`src/rtl/unsigned_sqrt_unit_pkg.sv`:
```
// Shared types and width helpers for the iterative unsigned square-root engine.
package cva5_types;

  typedef enum logic [0:0] {
    SQRT_IDLE = 1'b0,
    SQRT_BUSY = 1'b1
  } sqrt_state_t;

  function automatic int sqrt_root_w(input int data_width);
    return data_width / 2;
  endfunction

  // Counter must hold SQRT_ROOT_W-1; keep at least one bit for the narrowest build.
  function automatic int sqrt_cnt_w(input int data_width);
    return ($clog2(data_width / 2) < 1) ? 1 : $clog2(data_width / 2);
  endfunction

endpackage

```
`src/rtl/unsigned_sqrt_unit_step.sv`:
```
// One restoring radix-2 square-root iteration: consumes two radicand bits, yields one root bit.
module unsigned_sqrt_unit_step #(
  parameter int ROOT_W = 16
) (
  input  logic [ROOT_W+1:0] rem,
  input  logic [ROOT_W-1:0] root,
  input  logic [1:0]        rad_bits,
  output logic [ROOT_W+1:0] rem_next,
  output logic [ROOT_W-1:0] root_next
);

  logic [ROOT_W+1:0] rem_t;
  logic [ROOT_W+1:0] trial;
  logic              ge;

  // Compare at full width so the top remainder bits still take part, then
  // subtract at remainder width where the result is known to fit.
  always_comb begin
    rem_t = {rem[ROOT_W-1:0], rad_bits};
    trial = {root, 2'b01};
    ge    = ({rem, rad_bits} >= {2'b00, root, 2'b01});
    if (ge) begin
      rem_next = rem_t - trial;
    end else begin
      rem_next = rem_t;
    end
    root_next = {root[ROOT_W-2:0], ge};
  end

endmodule

```
`src/rtl/unsigned_sqrt_unit.sv`:
```
// Iterative unsigned integer square root: one root bit per cycle, done pulses after DATA_WIDTH/2 iterations.
module unsigned_sqrt_unit
  import cva5_types::*;
#(
  parameter int DATA_WIDTH = 32
) (
  input  logic                  clk,
  input  logic                  rst,
  input  logic                  start,
  input  logic [DATA_WIDTH-1:0] radicand,
  output logic [DATA_WIDTH-1:0] result,
  output logic [DATA_WIDTH-1:0] remainder,
  output logic                  done
);

  localparam int SQRT_ROOT_W = sqrt_root_w(DATA_WIDTH);
  localparam int CNT_W       = sqrt_cnt_w(DATA_WIDTH);
  localparam int REM_W       = SQRT_ROOT_W + 2;

  sqrt_state_t             state_q, state_d;
  logic [CNT_W-1:0]        cnt_q, cnt_d;
  logic [DATA_WIDTH-1:0]   rad_q, rad_d;
  logic [REM_W-1:0]        rem_q, rem_d;
  logic [SQRT_ROOT_W-1:0]  root_q, root_d;
  logic                    done_q, done_d;

  logic [REM_W-1:0]        step_rem;
  logic [SQRT_ROOT_W-1:0]  step_root;

  unsigned_sqrt_unit_step #(
    .ROOT_W (SQRT_ROOT_W)
  ) u_step (
    .rem       (rem_q),
    .root      (root_q),
    .rad_bits  (rad_q[DATA_WIDTH-1:DATA_WIDTH-2]),
    .rem_next  (step_rem),
    .root_next (step_root)
  );

  // Next-state logic; a start in the done cycle is accepted because state is already IDLE.
  always_comb begin
    state_d = state_q;
    cnt_d   = cnt_q;
    rad_d   = rad_q;
    rem_d   = rem_q;
    root_d  = root_q;
    done_d  = 1'b0;
    case (state_q)
      SQRT_IDLE: begin
        if (start) begin
          rad_d   = radicand;
          rem_d   = '0;
          root_d  = '0;
          cnt_d   = CNT_W'(SQRT_ROOT_W - 1);
          state_d = SQRT_BUSY;
        end else begin
          state_d = SQRT_IDLE;
        end
      end
      SQRT_BUSY: begin
        rem_d  = step_rem;
        root_d = step_root;
        rad_d  = {rad_q[DATA_WIDTH-3:0], 2'b00};
        if (cnt_q == '0) begin
          state_d = SQRT_IDLE;
          done_d  = 1'b1;
        end else begin
          cnt_d = cnt_q - CNT_W'(1);
        end
      end
      default: begin
        state_d = SQRT_IDLE;
      end
    endcase
  end

  always_ff @(posedge clk) begin
    if (rst) begin
      state_q <= SQRT_IDLE;
      cnt_q   <= '0;
      rad_q   <= '0;
      rem_q   <= '0;
      root_q  <= '0;
      done_q  <= 1'b0;
    end else begin
      state_q <= state_d;
      cnt_q   <= cnt_d;
      rad_q   <= rad_d;
      rem_q   <= rem_d;
      root_q  <= root_d;
      done_q  <= done_d;
    end
  end

  assign result    = DATA_WIDTH'(root_q);
  assign remainder = DATA_WIDTH'(rem_q);
  assign done      = done_q;

endmodule
```
`config.mk`:
```
export PLATFORM = sky130hd
export DESIGN_NAME = unsigned_sqrt_unit
export DESIGN_NICKNAME = d
export VERILOG_FILES = /design/src/rtl/unsigned_sqrt_unit_pkg.sv /design/src/rtl/unsigned_sqrt_unit_step.sv /design/src/rtl/unsigned_sqrt_unit.sv
export SDC_FILE = /design/constraint.sdc
export NUM_CORES = 1
export LEC_CHECK = 0
export ABC_AREA = 1
export CAP_MARGIN = 10
export CORE_UTILIZATION = 55
export DETAILED_ROUTE_END_ITERATION = 8
export GPL_ROUTABILITY_DRIVEN = 0
export PLACE_DENSITY_LB_ADDON = 0.2
export REMOVE_ABC_BUFFERS = 1
export SLEW_MARGIN = 20
export SYNTH_ARGS = -nofsm -noshare
export SYNTH_HDL_FRONTEND = slang
export SYNTH_SLANG_ARGS = --single-unit
```
`constraint.sdc`:
```
create_clock -name clk -period 3.2 [get_ports clk]
set_input_delay 0.48 -clock clk [delete_from_list [all_inputs] [get_ports clk]]
set_output_delay 0.48 -clock clk [all_outputs]
set_load 0.005 [all_outputs]
```
==> impl_results.md <==
- Max frequency: between 400 and 500 MHz
- Slew Limit Headroom: 0.435
- Number of buffers inserted by hold repair at cts: 0
- Largest delay share family, worst path: simple AND/OR/NAND/NOR gates
- Cts repair resizes: 0
- Fill cells: 706
- Depth of the CTS H-tree: 3
- CP max stage cell: and2_1
- Startpoint types: register
- Wirelength, routed: 10400 um
- Syn Inst Count: 664
- #FFs+latches synth: 72
- Vias in the first global route: slightly above 4k
- P&R area growth vs syn: 17.7%
- Wire per inst: 12.7 um
- Worst path max stage delay: approximately 620 ps
- Share of layout cells above drive strength 1: 0.0637
- Unique masters post-synth: 36
- Max-capacitance violation count: 0
- CTS Buf Count: 9
- Least-Margin Pin Slew: 846 ps
- Setup Buffers After CTS: 0
- RSZ-0062 raised after global routing: false
- Clock sink total: 72
- Clock Path Buffers: 2
- Worst-Skew Late Latency: ~350 ps
- Gr ovfl total: 0
- CP Capture Type: register
- Fin crit share: 0.759
- Row cnt: 32
- Peak supply drop: between 0.7 and 0.8 mV
- ANT cells: 0
- CTS tree: yes
- Starting Density: 0.576
- CP Buf/Inv Count: 1
- Pre-antenna DRT Iters: 4
- Largest net degree at the start of global routing: ~40
- Final Skew: 15.0 ps
- Final HPWL DP: between 7000 and 8000 um
- Residual DRC: 0
- Total GRT Usage: 0.260
- Outcome: completed
- Ports: 100
- # nets final: slightly below 800
- P_leak: 2.34 nW
- Critical-path cell list: inv_1 -> ha_1 -> a21oi_1 -> nand2_1 -> a21oi_2 -> and2_1 -> nand3_1 -> nand3_1 -> a21oi_1
- Vias after detailed routing: around 4.3k
- Tot Pwr: roughly 6.5 mW
- Fin crit period: between 2000 and 2500 ps
- PD cells: roughly 1200 nW/um^2
- Avg Inst Size Synth: 6.78 sq um
- Crit-path max FO: 16
- HP Class: register to register
- Vias per Instance: 5.24
- Sequential area share after synthesis: 0.320
- DIE HEIGHT: between 90 and 100 um
- Clk root buf: clkbuf_8
- Critical Path RT: 3410 ps
- Dpl cell area: between 5000 and 6000 sq um
- Buffers on Ports: roughly 70
- Initial DRC Count: between 200 and 250
- First-pass GRT wire length: roughly 18000 um
- Yosys warning count: 0
- Die ar.: between 8000 and 9000 sq um
- Slew Viols, Final: 0
- Start-to-end type of the worst setup path: register to register
- Final Hold Fails: 0
- Mapped cell area: around 4500 sq um
- Die X: around 90 um
- Reg clk slew, reported paths: approximately 80 ps
- Final Setup Violations: 0
- Post-DRT Antenna Nets: 0
- Fin area: ~5300 sq um
- Initial antenna violation count: 0
- Core area: between 7000 and 8000 sq um
- Worst Path Arrival: about 2600 ps
## worst register-to-register path, cell delays in order (launching register included)
cell	delay, ps
dfxtp_1	370
inv_1	60
ha_1	370
a21oi_1	210
nand2_1	100
a21oi_2	200
and2_1	620
nand3_1	170
nand3_1	130
a21oi_1	70
## state kept, by name (all words and copies together), names as in the netlist
signal / cells
rad_q: 32
rem_q: 18
root_q: 16
cnt_q: 4
done: 1
state_q: 1
## cells in the final DEF, fill, tap and decap left out, types with 11 or more instances in the layout
| cell type | instances |
|---|---|
| a21oi_1 | 74 |
| clkdlybuf4s50_1 | 69 |
| conb_1 | 30 |
| dfxtp_1 | 71 |
| ha_1 | 19 |
| inv_1 | 74 |
| nand2_1 | 174 |
| nand3_1 | 41 |
| nand3b_1 | 11 |
| nor2_1 | 49 |
| o21ai_0 | 12 |
| o221ai_1 | 29 |
## synth_stat cells, drive strengths merged
| cell type | number | share of area |
|---|---|---|
| nand3 | 45 | 0.055 |
| a221oi | 1 | 0.0019 |
| nand4 | 4 | 0.0089 |
| nand3b | 11 | 0.018 |
| buf | 39 | 0.066 |
| dfxtp | 72 | 0.32 |
| clkbuf | 24 | 0.020 |
| inv | 81 | 0.068 |
| a31oi | 3 | 0.0042 |
| conb | 1 | 0.00083 |
| a21oi | 75 | 0.084 |
| and2 | 1 | 0.0014 |
| xnor2 | 7 | 0.014 |
| nor3 | 3 | 0.0033 |
| o21bai | 1 | 0.0017 |
| o21ai | 12 | 0.013 |
| nand2 | 179 | 0.15 |
| clkinv | 2 | 0.0017 |
| xor2 | 1 | 0.0019 |
| ha | 19 | 0.053 |
| o221ai | 29 | 0.056 |
| nor2 | 54 | 0.053 |
## cell type report
| class | instances | area, sq um | share of cell area |
|---|---|---|---|
| sequential | 72 | 1440 | 0.273 |
| timing repair buffer | 76 | 743 | 0.140 |
| inverter | 83 | 312 | 0.0589 |
| tap | 102 | 128 | 0.0241 |
| multi-input combinational | 475 | 2470 | 0.467 |
| clock inverter | 5 | 56.3 | 0.0106 |
| clock buffer | 11 | 141 | 0.0267 |
## through the flow
stage	worst slack, ps	setup TNS (ps)	hold slack, ps	std cells	utilization
after global placement	929	0	450	808	0.653
after floorplan	-460	-10060	435	630	-
final	770	0	468	824	0.678
after global routing	591	0	499	824	0.678
after CTS	805	0	469	824	0.678
after detailed placement	831	0	459	808	0.653
## logic make-up after synthesis
group,after synthesis,synth area share
other,1,0.000833
DFF,72,0.320
AOI/OAI and AO/OA,121,0.162
xor gates and xnor gates,8,0.0156
buffers and inverters,146,0.155
adders and majority gates,19,0.0528
and+or+nand+nor,297,0.293
## routing by layer
metal | track usage | vias to the layer above | part of all wire
met2 | 0.457 | 119 | 0.49
met1 | 0.304 | 1963 | 0.44
met4 | 0.0964 | 0 | 0.020
li1 | - | 2213 | -
met3 | 0.0649 | 24 | 0.055
met5 | 0 | - | 0
## final timing paths
kind	from	endpoint	slack [ps]	cells after the start
worst max-delay path	root_q[13]	rem_q[11]	770	9
worst min-delay path	rad_q[1]	rad_q[1]	470	2
worst max register to register	root_q[13]	rem_q[11]	770	9
worst min register to register	rad_q[1]	rad_q[1]	470	2
## report_power, final
part	switching (mW)	internal, mW	total [mW]
Clock	0.346	0.380	0.726
Combinational	2.88	1.70	4.58
Sequential	0.156	1.06	1.21
Note: power is estimated with default switching activity, not from simulation.
